`src/rtl/timer_pkg.sv`:
```
// Shared timer package.
// Holds the BCD converter FSM encoding and the 7-segment constants used by
// every display consumer in the timer. Segment bit order is {g,f,e,d,c,b,a},
// active-high; any polarity inversion happens at the consumer's pin register.
package timer_pkg;

    typedef enum logic [1:0] {
        ST_IDLE  = 2'd0,
        ST_SHIFT = 2'd1,
        ST_DONE  = 2'd2
    } state_t;

    localparam logic [6:0] SEG_DASH  = 7'h40;  // segment g only
    localparam logic [6:0] SEG_BLANK = 7'h00;

    localparam logic [6:0] SEG_DIGIT [0:9] = '{
        7'h3F, 7'h06, 7'h5B, 7'h4F, 7'h66,
        7'h6D, 7'h7D, 7'h07, 7'h7F, 7'h6F
    };

    // Largest count that has a two-digit decimal representation.
    localparam logic [7:0] COUNT_MAX = 8'd99;

endpackage

```
`src/rtl/bcd_display_driver_if.sv`:
```
// Bus between the timer counter stage and the BCD display driver.
//   count      binary count from the counter (driven by master)
//   bcd_tens   published tens digit
//   bcd_ones   published ones digit
//   ovf        last captured count was above 99
//   valid      bcd_* match the current count, no conversion pending
//   seg        segment pins {g,f,e,d,c,b,a} of the enabled digit
//   an         digit enables, an[0]=ones, an[1]=tens
//   fsm_state  converter FSM state, exposed for observation only
// Handshake: there is no valid/ready pair. count is a level the driver samples
// whenever its FSM is idle; valid is a pure status flag that is high only while
// the published digits belong to the count currently on the bus, and it never
// back-pressures the counter.
interface bcd_display_driver_if;
    import timer_pkg::*;

    logic [7:0] count;
    logic [3:0] bcd_tens;
    logic [3:0] bcd_ones;
    logic       ovf;
    logic       valid;
    logic [6:0] seg;
    logic [1:0] an;
    state_t     fsm_state;

    modport master (
        output count,
        input  bcd_tens, bcd_ones, ovf, valid, seg, an, fsm_state
    );

    modport slave (
        input  count,
        output bcd_tens, bcd_ones, ovf, valid, seg, an, fsm_state
    );

endinterface

```
`src/rtl/bcd_display_driver_seg7_decode.sv`:
```
// seg7_decode: combinational BCD digit to 7-segment pattern.
//   bcd  in  4  digit 0..9
//   seg  out 7  active-high {g,f,e,d,c,b,a}; codes 10..15 map to blank
module seg7_decode
    import timer_pkg::*;
(
    input  logic [3:0] bcd,
    output logic [6:0] seg
);

    always_comb begin
        seg = SEG_BLANK;
        case (bcd)
            4'd0:    seg = SEG_DIGIT[0];
            4'd1:    seg = SEG_DIGIT[1];
            4'd2:    seg = SEG_DIGIT[2];
            4'd3:    seg = SEG_DIGIT[3];
            4'd4:    seg = SEG_DIGIT[4];
            4'd5:    seg = SEG_DIGIT[5];
            4'd6:    seg = SEG_DIGIT[6];
            4'd7:    seg = SEG_DIGIT[7];
            4'd8:    seg = SEG_DIGIT[8];
            4'd9:    seg = SEG_DIGIT[9];
            default: seg = SEG_BLANK;
        endcase
    end

endmodule

```
`src/rtl/bcd_display_driver.sv`:
```
// bcd_display_driver: converts the 0..99 binary timer count into two BCD digits
// with a sequential shift-add-3 engine and time-multiplexes them onto a shared
// 7-segment bus.
//   clk    in   system clock, rising edge
//   reset  in   asynchronous active-low reset
//   bus    slave modport of bcd_display_driver_if (count in; digits, status,
//          segment/anode pins and FSM state out)
// Parameters:
//   REFRESH_DIV  cycles each digit stays enabled (>=2)
//   ACTIVE_LOW   1: seg/an pins active-low
//   BLANK_LZ     1: blank a zero tens digit
module bcd_display_driver
    import timer_pkg::*;
#(
    parameter int REFRESH_DIV = 1000,
    parameter bit ACTIVE_LOW  = 1'b1,
    parameter bit BLANK_LZ    = 1'b1
) (
    input  logic                   clk,
    input  logic                   reset,
    bcd_display_driver_if.slave    bus
);

    localparam int RW = $clog2(REFRESH_DIV);
    localparam logic [RW-1:0] REF_LAST = RW'(REFRESH_DIV - 1);

    // Pin values while in reset: ones slot showing "0".
    localparam logic [6:0] SEG_RST = ACTIVE_LOW ? ~SEG_DIGIT[0] : SEG_DIGIT[0];
    localparam logic [1:0] AN_RST  = ACTIVE_LOW ? 2'b10 : 2'b01;

    state_t        state_q, state_d;
    logic          force_q, force_d;
    logic [7:0]    last_q, last_d;
    logic [15:0]   shift_q, shift_d;     // {tens, ones, binary}
    logic [2:0]    iter_q, iter_d;
    logic [3:0]    tens_q, tens_d;
    logic [3:0]    ones_q, ones_d;
    logic          ovf_q, ovf_d;
    logic          valid_q, valid_d;
    logic [RW-1:0] ref_q, ref_d;
    logic          sel_q, sel_d;         // 0: ones slot, 1: tens slot
    logic [6:0]    seg_q, seg_d;
    logic [1:0]    an_q, an_d;

    logic          start;
    logic [3:0]    tens_adj, ones_adj;
    logic [3:0]    digit;
    logic [6:0]    dec_seg;
    logic [6:0]    pat;
    logic [1:0]    an_pat;

    // A conversion starts when the count differs from the last captured
    // value, or unconditionally once after reset.
    assign start = force_q || (bus.count != last_q);

    // ---------------- state register ----------------
    always_ff @(posedge clk or negedge reset) begin
        if (!reset) begin
            state_q <= ST_IDLE;
            force_q <= 1'b1;
            last_q  <= 8'd0;
            shift_q <= 16'd0;
            iter_q  <= 3'd0;
            tens_q  <= 4'd0;
            ones_q  <= 4'd0;
            ovf_q   <= 1'b0;
            valid_q <= 1'b0;
            ref_q   <= '0;
            sel_q   <= 1'b0;
            seg_q   <= SEG_RST;
            an_q    <= AN_RST;
        end else begin
            state_q <= state_d;
            force_q <= force_d;
            last_q  <= last_d;
            shift_q <= shift_d;
            iter_q  <= iter_d;
            tens_q  <= tens_d;
            ones_q  <= ones_d;
            ovf_q   <= ovf_d;
            valid_q <= valid_d;
            ref_q   <= ref_d;
            sel_q   <= sel_d;
            seg_q   <= seg_d;
            an_q    <= an_d;
        end
    end

    // ---------------- next-state logic ----------------
    always_comb begin
        state_d = state_q;
        unique case (state_q)
            ST_IDLE:  if (start) state_d = ST_SHIFT;
            ST_SHIFT: if (iter_q == 3'd7) state_d = ST_DONE;
            ST_DONE:  state_d = ST_IDLE;
            default:  state_d = ST_IDLE;
        endcase
    end

    // ---------------- converter datapath ----------------
    always_comb begin
        force_d = force_q;
        last_d  = last_q;
        shift_d = shift_q;
        iter_d  = iter_q;
        tens_d  = tens_q;
        ones_d  = ones_q;
        ovf_d   = ovf_q;
        valid_d = valid_q;

        // Add-3 correction applied before each left shift.
        tens_adj = (shift_q[15:12] >= 4'd5) ? shift_q[15:12] + 4'd3 : shift_q[15:12];
        ones_adj = (shift_q[11:8]  >= 4'd5) ? shift_q[11:8]  + 4'd3 : shift_q[11:8];

        unique case (state_q)
            ST_IDLE: begin
                if (start) begin
                    shift_d = {8'd0, bus.count};
                    last_d  = bus.count;
                    force_d = 1'b0;
                    iter_d  = 3'd0;
                    valid_d = 1'b0;
                end else begin
                    valid_d = 1'b1;
                end
            end
            ST_SHIFT: begin
                // Tens carry-out only happens for counts >99, which publish 0.
                shift_d = {tens_adj[2:0], ones_adj, shift_q[7:0], 1'b0};
                iter_d  = iter_q + 3'd1;
            end
            ST_DONE: begin
                if (last_q > COUNT_MAX) begin
                    ovf_d  = 1'b1;
                    tens_d = 4'd0;
                    ones_d = 4'd0;
                end else begin
                    ovf_d  = 1'b0;
                    tens_d = shift_q[15:12];
                    ones_d = shift_q[11:8];
                end
            end
            default: ;
        endcase
    end

    // ---------------- display multiplexer ----------------
    seg7_decode u_seg7_decode (
        .bcd (digit),
        .seg (dec_seg)
    );

    // The pin register is fed from next-cycle values, so its contents only
    // move when the slot toggles or new digits are published.
    always_comb begin
        ref_d  = (ref_q == REF_LAST) ? '0 : ref_q + RW'(1);
        sel_d  = (ref_q == REF_LAST) ? ~sel_q : sel_q;
        digit  = sel_d ? tens_d : ones_d;

        if (ovf_d) begin
            pat = SEG_DASH;
        end else if (sel_d && BLANK_LZ && (tens_d == 4'd0)) begin
            pat = SEG_BLANK;
        end else begin
            pat = dec_seg;
        end

        an_pat = sel_d ? 2'b10 : 2'b01;
        seg_d  = ACTIVE_LOW ? ~pat : pat;
        an_d   = ACTIVE_LOW ? ~an_pat : an_pat;
    end

    // ---------------- outputs ----------------
    assign bus.bcd_tens  = tens_q;
    assign bus.bcd_ones  = ones_q;
    assign bus.ovf       = ovf_q;
    assign bus.valid     = valid_q;
    assign bus.seg       = seg_q;
    assign bus.an        = an_q;
    assign bus.fsm_state = state_q;

endmodule

```
`src/flat_wrapper.sv`:
```
// flat-port wrapper written by rule: the top's interface ports become plain ports
module bcd_display_driver_flat import timer_pkg::*;
#(
    parameter int REFRESH_DIV = 1000,
    parameter bit ACTIVE_LOW  = 1'b1,
    parameter bit BLANK_LZ    = 1'b1
)
  (clk, reset, bus_count, bus_bcd_tens, bus_bcd_ones, bus_ovf, bus_valid, bus_seg, bus_an, bus_fsm_state);
  bcd_display_driver_if bus_i ();
  input  logic clk;
  input  logic reset;
  input wire logic [$bits(bus_i.count)-1:0] bus_count;
  output wire logic [$bits(bus_i.bcd_tens)-1:0] bus_bcd_tens;
  output wire logic [$bits(bus_i.bcd_ones)-1:0] bus_bcd_ones;
  output wire logic [$bits(bus_i.ovf)-1:0] bus_ovf;
  output wire logic [$bits(bus_i.valid)-1:0] bus_valid;
  output wire logic [$bits(bus_i.seg)-1:0] bus_seg;
  output wire logic [$bits(bus_i.an)-1:0] bus_an;
  output wire logic [$bits(bus_i.fsm_state)-1:0] bus_fsm_state;
  assign bus_i.count = bus_count;
  assign bus_bcd_tens = bus_i.bcd_tens;
  assign bus_bcd_ones = bus_i.bcd_ones;
  assign bus_ovf = bus_i.ovf;
  assign bus_valid = bus_i.valid;
  assign bus_seg = bus_i.seg;
  assign bus_an = bus_i.an;
  assign bus_fsm_state = bus_i.fsm_state;
  bcd_display_driver #(.REFRESH_DIV(REFRESH_DIV), .ACTIVE_LOW(ACTIVE_LOW), .BLANK_LZ(BLANK_LZ)) u_core (.clk(clk), .reset(reset), .bus(bus_i));
endmodule
```
`config.mk`:
```
export PLATFORM = sky130hd
export DESIGN_NAME = bcd_display_driver_flat
export DESIGN_NICKNAME = d
export VERILOG_FILES = /design/src/rtl/timer_pkg.sv /design/src/rtl/bcd_display_driver_if.sv /design/src/rtl/bcd_display_driver_seg7_decode.sv /design/src/rtl/bcd_display_driver.sv /design/src/flat_wrapper.sv
export SDC_FILE = /design/constraint.sdc
export NUM_CORES = 1
export LEC_CHECK = 0
export BUFFER_PORTS_ARGS = -buffer_cell sky130_fd_sc_hd__buf_2
export CAP_MARGIN = 25
export CORE_UTILIZATION = 45
export CTS_CLUSTER_DIAMETER = 80
export CTS_CLUSTER_SIZE = 16
export DETAILED_ROUTE_END_ITERATION = 12
export PLACE_DENSITY = 0.66
export RECOVER_POWER = 50
export SYNTH_ARGS = -nofsm -noshare
export SYNTH_HDL_FRONTEND = slang
export SYNTH_SLANG_ARGS = --single-unit
export TNS_END_PERCENT = 50
```
`constraint.sdc`:
```
create_clock -name clk -period 2.9 [get_ports clk]
set_input_delay 0.58 -clock clk [delete_from_list [all_inputs] [get_ports clk]]
set_output_delay 0.58 -clock clk [all_outputs]
set_load 0.02 [all_outputs]
```
Word level (Yosys, flattened, before mapping). Memory sizes are Yosys's and may differ from the RTL's. Index checks and enable logic that the tools add are counted.

Equality and inequality tests: 7. Bitwise gates (word level): 3. $add $sub $neg: 4. $lt $le $gt $ge: 3. $mul: 0. Muxes and demuxes: 22. Reductions and logical operators: 8. Divide/modulo/power cells: 0. Shifts and indexed selects: 0.

Operators with widths (count): $pmux 16 s2 (1); $mux 4 (6); $mux 16 (1); $mux 7 (2); $add 10x1->10 const B (1); $eq 10x10->1 const B (1); $mux 10 (1); $ge 4x3->1 const B (2); $gt 8x7->1 const B (1); $ne 8x8->1 (1); $not 7->7 (1); $mux 2 (3); $mux 3 (2); $pmux 3 s2 (1); $reduce_and 2->1 (3); $add 4x2->4 const B (1); $logic_not 4->1 (1); $mux 1 (4); $ne 2x1->1 const B (2); $pmux 2 s2 (1); $add 3x1->3 const B (1); $add 3x2->3 const B (1); $eq 3x3->1 const B (1); $eq 2x1->1 const B (1); other kinds (7) (7).

Memories kept: 1. Input bits: 10. Word-level logic and storage cells: 61. Register bits after elaboration: 60. Bits in latches: 0. RAM bits: 0. ROM bits: 112.

Memory list: (no name shown) (depth 16, bits a word 7, read ports 1, clocked after memory_dff 0, wr ports 0, line bcd_display_driver_seg7_decode.sv:13) `case (bcd)`.

Longest topological paths before layout. Gate-level depths: netlist of the first run.

Depth in word-level cells: 8. Gate-level depth with buffers: 10. Mapped depth without buffers: 9.

Cells and area by module. A second synthesis of the first run with hierarchy kept.

Cells, all modules: 310. Area total of the unflattened synthesis: 3129.3 µm².

By module, submodules not included: bcd_display_driver (area an instance 2927.8 µm², instances 1, cells an instance 284); seg7_decode (area an instance 201.4 µm², instances 1, cells an instance 26).

Worst setup path before layout of the first run. Ideal clock, no wire load.

Path type: register to register. From: register u_core.ref_q[0]. To: register u_core.seg_q[4], in the netlist u_core.bus.seg[4]. Slack: 0.565 ns. Required time: 2.774 ns. Cell stages (with the launch flop): 9. Arrival: 2.209 ns. Period minus slack after synthesis: 2.335 ns. Cells stage by stage: dfrtp_1 > ha_1 > and3_1 > buf_6 > xnor2_4 > mux2i_1 > ha_1 > mux2i_1 > o31a_2.

Cells in the longest elaborated chain, start to end: 7. Elaborated cells on any way between the ends: 8. Those cells by class: 1 x eq/ne; 4 x mux; 1 x bitwise; 1 x reduce/logical; 1 x memory.

RTL lines: start: declaration (line bcd_display_driver.sv:40) `logic [RW-1:0] ref_q, ref_d;`; start signal: assignment (line bcd_display_driver.sv:82) `ref_q <= ref_d;`; $eq 10x10->1 (*) (line bcd_display_driver.sv:157) `sel_d = (ref_q == REF_LAST) ? ~sel_q : sel_q;`; $mux 1 (*) (line bcd_display_driver.sv:157); $mux 4 (line bcd_display_driver.sv:158) `digit = sel_d ? tens_d : ones_d;`; $mem_v2 16x7; $mux 7 (*) (line bcd_display_driver.sv:162) `end else if (sel_d && BLANK_LZ && (tens_d == 4'd0)) begin`; $mux 7 (*) (line bcd_display_driver.sv:160) `if (ovf_d) begin`; $not 7->7 (*) (line bcd_display_driver.sv:169) `seg_d = ACTIVE_LOW ? ~pat : pat;`; named net u_core.seg_d[4] (line bcd_display_driver.sv:42) `logic [6:0] seg_q, seg_d;`; end signal: assignment (line bcd_display_driver.sv:84) `seg_q <= seg_d;`; end: declaration (line bcd_display_driver.sv:42).

The timed path passes the listed nets; every way through them passes the cells marked *. A chain may end at the register's enable or synchronous reset.

Worst setup path in the final report of the first run.
From: register u_core.ref_q[4]. To: register u_core.seg_q[4], in the netlist u_core.bus.seg[4].

The elaborated chain is that of the path after synthesis.

==> run_results.csv, run 1 <==
group,metric,value,unit
status,status,"finished with violations",
status,violations,"DRC",
synthesis,synth-edff-count,0,
die,fp.dieW,83.89,um
sta,holdWs,0.4752,ns
synthesis,yosys-top-cells-area,"dfrtp_1 46%, ha_1 5.0%, nand2_1 4.5%",
synthesis,synthFlopType,"dfrtp_1",
cts,cts_resized,0,
synthesis,async_flop_share,1.000,
cts,cts_sinks,59,
final_layout,nets,339,
cts,numCtsBuffers,9,
die,die_h,83.89,um
synthesis,synth_common_cells,"56 x dfrtp_1, 36 x nand2_1, 20 x nor2_1",
cts,insertion_delay,0.33,ns
cts,cts_tree,"yes",
pwr,comb_power_share,0.422,
die,fp-row-count,29,
cts,clockRootBuffer,"clkbuf_8",
setup_path,rr_worst_depth,7,
synthesis,syn_inst,282,
sta,hold_viol,0,
synthesis,yosysTopAreaCellShare,0.4643,
final_layout,antenna_cells,0,
sta,worst_pin_slew,1.445,ns
synthesis,synth_seq_area_share,0.4905,
setup_path,worstPathMaxFanout,10,
cts,clockBufferDepth,2,
sta,drv_slew,0,
placement,io_buffers,30,
cts,postCtsHoldBufs,0,
grt,grt_pass1_wl,10290,um
synthesis,synth_top_area_cell,"dfrtp_1",
sta,finalCritPeriodShare,0.9219,
final_layout,drive_gt1_frac,0.2143,
synthesis,synth_fp_nets,304,
grt,gr-total-overflow,0,
cts,htree_levels,3,
grt,track_usage,0.1866,
die,core,0.006422,mm^2
sta,finalCriticalPeriod,2.673,ns
setup_path,max_stage_delay,0.47,ns
setup_path,endpoint_kind,"flip-flop",
setup_path,critical_path_class,"reg -> reg",
cts,clk_pin_slew,0.07,ns
pwr,p_seq_frac,0.380,
detailed_routing,route.detailed.drc,3,
sta,rsz0062_at_grt,"false",
detailed_routing,vias,2163,
pwr,total_power,3.565,mW
synthesis,yosys_warnings,0,
sta,setup_viol,0,
grt,grt_pass1_vias,2153,
pwr,p_int,2.156,mW
die,initial_utilization,0.4699,
sta,fmaxAchievable,374.1,MHz
setup_path,path_cells,"nor4bb_4 > and3_1 > xnor2_4 > mux2i_1 > ha_1 > mux2i_1 > o31a_2",
pwr,p_per_area,1049,mW/mm^2
die,die_area,0.007038,mm^2
setup_path,arrival,2.90,ns
placement,dp_hpwl,4180,um
synthesis,synthMostInstantiatedCell,"dfrtp_1",
sta,final.setup.tns,0,ns
pwr,switching_power,1.410,mW
sta,relSlewSlack,0.03682,
detailed_routing,drt_iter0_markers,124,
detailed_routing,ant_nets,0,
pwr,p_leak,1.582,nW
detailed_routing,detail_route.wl_per_cell,14.95,um
detailed_routing,drtPass1Iterations,8,
sta,skew,0.01058,ns
setup_path,crit_slowest_cell,"mux2i_1",
die,io_pins,31,
placement,gp_congestion,0.8114,
setup_path,cp-start-kind,"flip-flop",
pwr,switching_share,0.3954,
setup_path,required,3.12,ns
synthesis,synth-seq-cells,59,
min_path,holdPathStages,2,
detailed_routing,viasPerCell,5.421,
synthesis,synth_cell_types,56,
final_layout,syn2layout_area_growth,12.65,%
setup_path,cpMostUsedCell,"mux2i_1",
grt,grt_max_degree,60,
cts,post_cts_buffers,0,
grt,antenna_found_initial,0,
detailed_routing,routed_wirelength,5964,um
synthesis,syn_avg_cell_area,10.70,um^2
min_path,hold_class,"reg -> reg",
synthesis,syn_area,0.003018,mm^2
pwr,ir_worst_vdd,0.0005013,V
flow_run,maxCapViolCount,0,
pwr,clkPwrFrac,0.198,
## flip-flops by register name, summed over array words and instances, names as in the netlist, 3 cells and up
name	count
u_core.bus.seg	7
u_core.last_q	8
u_core.ref_q	10
u_core.shift_q	16
u_core.iter_q	3
u_core.bus.bcd_ones	4
u_core.bus.bcd_tens	4
## kinds of logic (layout without fill, tap and decap cells)
kind of cell | count (synthesis) | count (layout) | share of synthesized area
buf+inv | 25 | 65 | 0.04063
simple gates | 89 | 89 | 0.1480
fa+ha+maj | 12 | 12 | 0.04975
compound gates | 63 | 63 | 0.1476
flops | 59 | 59 | 0.4905
mux | 16 | 16 | 0.06509
xor+xnor | 18 | 18 | 0.05846
## power by group through the flow
stage | Sequential [mW] | Combinational (mW) | Clock (mW)
after floorplan | 1.44 | 1.04 | 0
final | 1.35 | 1.50 | 0.708
after detailed placement | 1.36 | 1.52 | 0
after global placement | 1.36 | 1.48 | 0
after CTS | 1.35 | 1.53 | 0.727
after global routing | 1.40 | 1.68 | 0.768
## critical path, delay by kind of cell (launching register included)
kind | cells | cell delay (ns)
xor gates and xnor gates | 1 | 0.26
and+or+nand+nor | 2 | 0.77
adders and majority gates | 1 | 0.26
AOI/OAI and AO/OA | 1 | 0.29
muxes | 2 | 0.54
DFF | 1 | 0.44
## stage by stage
| step | setup slack (ns) | util | cells | area, um^2 |
|---|---|---|---|---|
| floorplan | 0.5655 | - | 282 | 3018 |
| global placement | 0.3582 | 0.5032 | 383 | 3232 |
| detailed placement | 0.2229 | 0.5032 | 383 | 3232 |
| CTS | 0.2113 | 0.5311 | 399 | 3411 |
| global route | 0.008365 | 0.5293 | 399 | 3400 |
| finish | 0.2266 | 0.5293 | 399 | 3400 |
## layout by cell type, fill, tap and decap left out, drive strengths merged, types with 8 or more instances in the layout
cell type,count
a21oi,9
inv,14
o21ai,13
ha,12
nor2,20
dfrtp,56
xnor2,12
nand2,36
mux2,9
clkbuf,16
buf,32
nand3,8
## per-layer routing
layer | wire, um | track usage | vias to the layer above
li1 | - | - | 1060
met1 | 2891 | 0.2510 | 1053
met2 | 2775 | 0.2921 | 45
met4 | 68 | 0.06426 | 0
met3 | 229 | 0.04847 | 5
met5 | 0 | 0 | -
## worst paths after layout
check	startpoint	end	slack [ns]
worst max register to register	u_core.ref_q[4]	u_core.bus.seg[4]	0.23
worst min register to register	u_core.shift_q[1]	u_core.shift_q[1]	0.48
max in group asynchronous	reset	u_core.bus.bcd_ones[2]	1.36
min in group asynchronous	reset	u_core.ref_q[2]	0.67
worst min-delay path	u_core.shift_q[1]	u_core.shift_q[1]	0.48
worst max-delay path	u_core.ref_q[4]	u_core.bus.seg[4]	0.23
## area by class of cell
cell class              instances  area, um^2
clock buffers                  13       138.9
well taps                      77       96.34
flip-flops and latches         59        1480
inverters                      14       52.55
multi-input cells             198        1414
fillers                       572        3023
clock inverters                 3       40.04
repair buffers                 35       177.7
Note: power is estimated with default switching activity, not from simulation.
==> run 2, diff against run 1 <==
--- a/config.mk
+++ b/config.mk
@@ -7,6 +7,7 @@
 export LEC_CHECK = 0
 export BUFFER_PORTS_ARGS = -buffer_cell sky130_fd_sc_hd__buf_2
 export CAP_MARGIN = 25
+export CORE_MARGIN = 3
 export CORE_UTILIZATION = 45
 export CTS_CLUSTER_DIAMETER = 80
 export CTS_CLUSTER_SIZE = 16
==> run_results.csv, run 2 (synthesis gave the netlist of run 1 again) <==
group,metric,value,unit
final_layout,syn2layout_area_growth,13.93,%
cts,cts_resized,0,
final_layout,mostFrequentLayoutCell,"dfrtp_1",
detailed_routing,drtPass1Iterations,4,
final_layout,drive_gt1_frac,0.2191,
flow_run,maxCapViolCount,0,
grt,antenna_found_initial,0,
cts,insertion_delay,0.34,ns
final_layout,largest-register,"u_core.shift_q",
grt,grt_pass1_vias,2225,
die,fp.dieW,87.89,um
sta,finalCriticalPeriod,2.653,ns
detailed_routing,viasPerCell,5.314,
sta,finalCritPeriodShare,0.9149,
pwr,ir_worst_vdd,0.0004526,V
setup_path,endpoint_kind,"flip-flop",
cts,postCtsHoldBufs,0,
grt,track_usage,0.1771,
detailed_routing,route.detailed.drc,0,
pwr,p_leak,1.593,nW
detailed_routing,detail_route.wl_per_cell,14.98,um
setup_path,reg2reg_to,"u_core.bus.seg[4]",
die,initial_utilization,0.4699,
grt,gr-total-overflow,0,
setup_path,reg2reg_from,"u_core.ref_q[4]",
pwr,total_power,3.635,mW
die,core,0.006422,mm^2
final_layout,largest_reg_flops,16,
detailed_routing,ant_nets,0,
sta,setup_viol,0,
setup_path,worstPathMaxFanout,10,
final_layout,regArea,0.001480,mm^2
sta,relSlewSlack,0.1749,
cts,cts_tree,"yes",
die,io_pins,31,
final_layout,multiInputGateArea,0.001415,mm^2
die,die_h,87.89,um
final_layout,nFillCells,584,
sta,skew,0.01084,ns
sta,fmaxAchievable,376.9,MHz
detailed_routing,vias,2131,
placement,gp_congestion,0.7976,
sta,final.setup.tns,0,ns
final_layout,antenna_cells,0,
sta,worst_pin_slew,1.238,ns
final_layout,final_cell_mix,"56 x dfrtp_1, 36 x nand2_1, 28 x buf_2, 20 x nor2_1, 14 x inv_1",
min_path,hold_class,"in -> async",
setup_path,required,3.12,ns
sta,drv_slew,0,
cts,clockRootBuffer,"clkbuf_8",
setup_path,reg2reg_slack,0.25,ns
setup_path,critical_path_class,"reg -> reg",
sta,rsz0062_at_grt,"false",
final_layout,nets,341,
status,status,"completed",
placement,dp_hpwl,4345,um
grt,grt_max_degree,24,
sta,hold_viol,0,
setup_path,cp-start-kind,"flip-flop",
setup_path,rr_worst_depth,7,
pwr,p_per_area,1057,mW/mm^2
cts,cts_sinks,59,
cts,numCtsBuffers,9,
cts,clockBufferDepth,2,
die,die_area,0.007725,mm^2
placement,io_buffers,30,
cts,htree_levels,3,
setup_path,arrival,2.88,ns
cts,post_cts_buffers,0,
detailed_routing,drt_iter0_markers,81,
grt,grt_pass1_wl,10470,um
die,fp-row-count,29,
final_layout,largestRegisters,"u_core.shift_q (16), u_core.ref_q (10), u_core.last_q (8)",
cts,clk_pin_slew,0.07,ns
detailed_routing,routed_wirelength,6006,um
## run 2: metrics by stage
step,worst slack (ns),instance area (um^2),util,hold slack [ns],cells
finish,0.2467,3438,0.5354,0.3834,401
floorplan,0.5655,3018,-,0.2844,282
global route,0.01497,3438,0.5354,0.4865,401
global placement,0.3579,3247,0.5056,0.4521,385
CTS,0.2166,3460,0.5387,0.1761,401
detailed placement,0.2165,3247,0.5056,0.4655,385
## run 2: final cells by class
cell class / instances / share of cell area
Sequential cell: 59 / 0.4305
Multi-Input combinational cell: 198 / 0.4116
Timing Repair Buffer: 37 / 0.05277
Clock buffer: 12 / 0.04803
Tap cell: 77 / 0.02802
Inverter: 14 / 0.01528
Clock inverter: 4 / 0.01383
## run 2: routing by layer
metal | GRT usage | up-vias | wire length (um)
met1 | 0.2364 | 1023 | 2980
li1 | - | 1064 | -
met3 | 0.05174 | 11 | 190
met5 | 0 | - | 0
met2 | 0.2733 | 33 | 2725
met4 | 0.06695 | 0 | 110
## run 2: worst max path at each step
stage | from | to | slack (ns) | cells after the start
finish | u_core.ref_q[4] | u_core.bus.seg[4] | 0.25 | 7
global route | u_core.ref_q[4] | u_core.bus.seg[6] | 0.01 | 8
CTS | u_core.ref_q[4] | u_core.bus.seg[4] | 0.22 | 7
detailed placement | u_core.ref_q[4] | u_core.bus.seg[4] | 0.22 | 7
global placement | u_core.ref_q[4] | u_core.bus.seg[4] | 0.36 | 7
floorplan | u_core.ref_q[0] | u_core.bus.seg[4] | 0.57 | 8
## run 2: worst max-delay path, stage by stage, from the launching register on
cell and delay [ns]:
dfrtp_1 0.45, nor4bb_4 0.33, and3_1 0.42, xnor2_4 0.26, mux2i_1 0.46, ha_1 0.25
mux2i_1 0.07, o31a_2 0.29
## run 2: report_power, final
| group | switching, mW | internal, mW | total [mW] |
|---|---|---|---|
| Clock | 0.324 | 0.464 | 0.788 |
| Sequential | 0.223 | 1.13 | 1.35 |
| Combinational | 0.867 | 0.632 | 1.50 |
==> run 3, diff against run 2 <==
--- a/config.mk
+++ b/config.mk
@@ -5,14 +5,14 @@
 export SDC_FILE = /design/constraint.sdc
 export NUM_CORES = 1
 export LEC_CHECK = 0
-export BUFFER_PORTS_ARGS = -buffer_cell sky130_fd_sc_hd__buf_2
 export CAP_MARGIN = 25
 export CORE_MARGIN = 3
 export CORE_UTILIZATION = 45
 export CTS_CLUSTER_DIAMETER = 80
 export CTS_CLUSTER_SIZE = 16
 export DETAILED_ROUTE_END_ITERATION = 12
-export PLACE_DENSITY = 0.66
+export DONT_BUFFER_PORTS = 1
+export PLACE_DENSITY = 0.62
 export RECOVER_POWER = 50
 export SYNTH_ARGS = -nofsm -noshare
 export SYNTH_HDL_FRONTEND = slang
==> run_results.csv, run 3 (synthesis gave the netlist of run 1 again) <==
group,metric,value,unit
status,status,"completed",
flow_run,maxCapViolCount,0,
setup_path,crit_buf_inv,0,
sta,finalCriticalPeriod,2.677,ns
detailed_routing,route.detailed.drc,0,
grt,use_met2,0.2568,
die,io_pins,31,
cts,cts_sinks,59,
sta,worst_slack,0.2229,ns
detailed_routing,ant_nets,0,
setup_path,crit_slowest_cell,"mux2i_1",
sta,finalCritPeriodShare,0.9231,
final_layout,nets,309,
pwr,p_per_area,1087,mW/mm^2
sta,fmaxAchievable,373.5,MHz
sta,rsz0062_at_grt,"false",
final_layout,final_cell_mix,"56 x dfrtp_1, 36 x nand2_1, 20 x nor2_1, 14 x inv_1, 13 x o21ai_0",
placement,dp_hpwl,3989,um
setup_path,cpMostUsedCell,"mux2i_1",
grt,grt_pass1_vias,2098,
die,core,0.006422,mm^2
setup_path,critPathTopFamily,"simple AND/OR/NAND/NOR gates",
detailed_routing,detail_route.wl_per_cell,15.90,um
placement,gp_congestion,0.7856,
detailed_routing,routed_wirelength,5868,um
sta,setup_viol,0,
final_layout,syn2layout_area_growth,9.163,%
cts,post_cts_buffers,0,
cts,clockRootBuffer,"clkbuf_8",
final_layout,largest_reg_flops,16,
sta,drv_slew,0,
final_layout,antenna_cells,0,
pwr,ir_worst_vdd,0.0005064,V
setup_path,max_stage_delay,0.47,ns
cts,numCtsBuffers,9,
grt,grt_use_met1,0.2435,
final_layout,largestRegisters,"u_core.shift_q (16), u_core.ref_q (10), u_core.last_q (8)",
setup_path,worstPathMaxFanout,10,
final_layout,fin_cells,369,
detailed_routing,viasPerCell,5.412,
final_layout,largest-register,"u_core.shift_q",
detailed_routing,drtPass1Iterations,4,
setup_path,arrival,2.90,ns
setup_path,required,3.12,ns
sta,skew,0.01237,ns
placement,pre_cts_ws,0.1945,ns
die,die_h,87.89,um
grt,grtUsageMet3,0.04704,
final_layout,drive_gt1_frac,0.1507,
min_path,hold_class,"in -> async",
die,die_area,0.007725,mm^2
sta,worst_pin_slew,1.357,ns
die,fp.dieW,87.89,um
final_layout,mostFrequentLayoutCell,"dfrtp_1",
detailed_routing,drt_iter0_markers,71,
pwr,p_leak,1.466,nW
setup_path,cp-start-kind,"flip-flop",
sta,final.setup.tns,0,ns
detailed_routing,vias,1997,
final_layout,nFillCells,576,
cts,insertion_delay,0.34,ns
cts,htree_levels,3,
grt,grt_max_degree,57,
cts,clk_pin_slew,0.07,ns
placement,dp_cells,352,
setup_path,path_cells,"nor4bb_4 > and3_1 > xnor2_4 > mux2i_1 > ha_1 > mux2i_1 > o31a_2",
grt,track_usage,0.1745,
die,initial_utilization,0.4699,
grt,gr-total-overflow,0,
pwr,total_power,3.580,mW
grt,top_usage_layer,"met2",
setup_path,endpoint_kind,"flip-flop",
setup_path,critical_path_class,"reg -> reg",
grt,grt_pass1_wl,10290,um
cts,cts_tree,"yes",
grt,antenna_found_initial,0,
sta,hold_viol,0,
placement,io_buffers,0,
die,fp-row-count,29,
sta,relSlewSlack,0.09514,
cts,clockBufferDepth,2,
run 3: cell types whose count changed in the layout (fill, tap and decap cells not counted):
cell	change
buf_2	-28
bufinv_16	+1
clkbuf_1	-4
clkbuf_2	+1
clkbuf_8	-2
mux2i_1	-1
mux2i_2	+1
run 3: path summary, 6_finish.rpt:
path	from	endpoint	slack (ns)	cells past startpoint
max in group asynchronous	reset	u_core.bus.fsm_state[0]	1.54	1
setup / recovery	u_core.ref_q[4]	u_core.bus.seg[4]	0.22	7
hold reg to reg	u_core.shift_q[2]	u_core.shift_q[2]	0.47	2
hold / removal	reset	u_core.force_q	0.07	0
min in group clk	bus_count[3]	u_core.shift_q[3]	0.37	2
setup reg to reg	u_core.ref_q[4]	u_core.bus.seg[4]	0.22	7
run 3: power by group:
group | total [mW] | internal [mW] | switching (mW)
Sequential | 1.50 | 1.13 | 0.377
Clock | 0.823 | 0.504 | 0.318
Combinational | 1.25 | 0.561 | 0.694
run 3: repair_timing:
item,in CTS,in global routing
hold buffers,1,0
endpoints found under the hold margin,56,0
resized for setup,0,1
endpoints found under the setup margin,0,4
run 3: through the flow:
| stage | hold slack, ns | area (um^2) | util |
|---|---|---|---|
| global placement | 0.2866 | 3074 | 0.4787 |
| global route | 0.04259 | 3294 | 0.5130 |
| finish | 0.07412 | 3294 | 0.5130 |
| detailed placement | 0.2864 | 3074 | 0.4787 |
| CTS | 0.05012 | 3321 | 0.5170 |
| floorplan | 0.2844 | 3018 | - |
run 3: cell type report:
class	instances	area, um^2	share of cell area
inverter	14	52.55	0.01595
tap	77	96.34	0.02924
clock buffer	11	141.4	0.04292
multi-input combinational	198	1419	0.4307
clock inverter	5	77.57	0.02355
timing repair buffer	5	27.53	0.008355
sequential	59	1480	0.4493
run 3: metal layers:
layer | wire length (um) | vias up
met1 | 2977 | 955
met5 | 0 | -
met2 | 2607 | 32
li1 | - | 1001
met3 | 195 | 9
met4 | 87 | 0
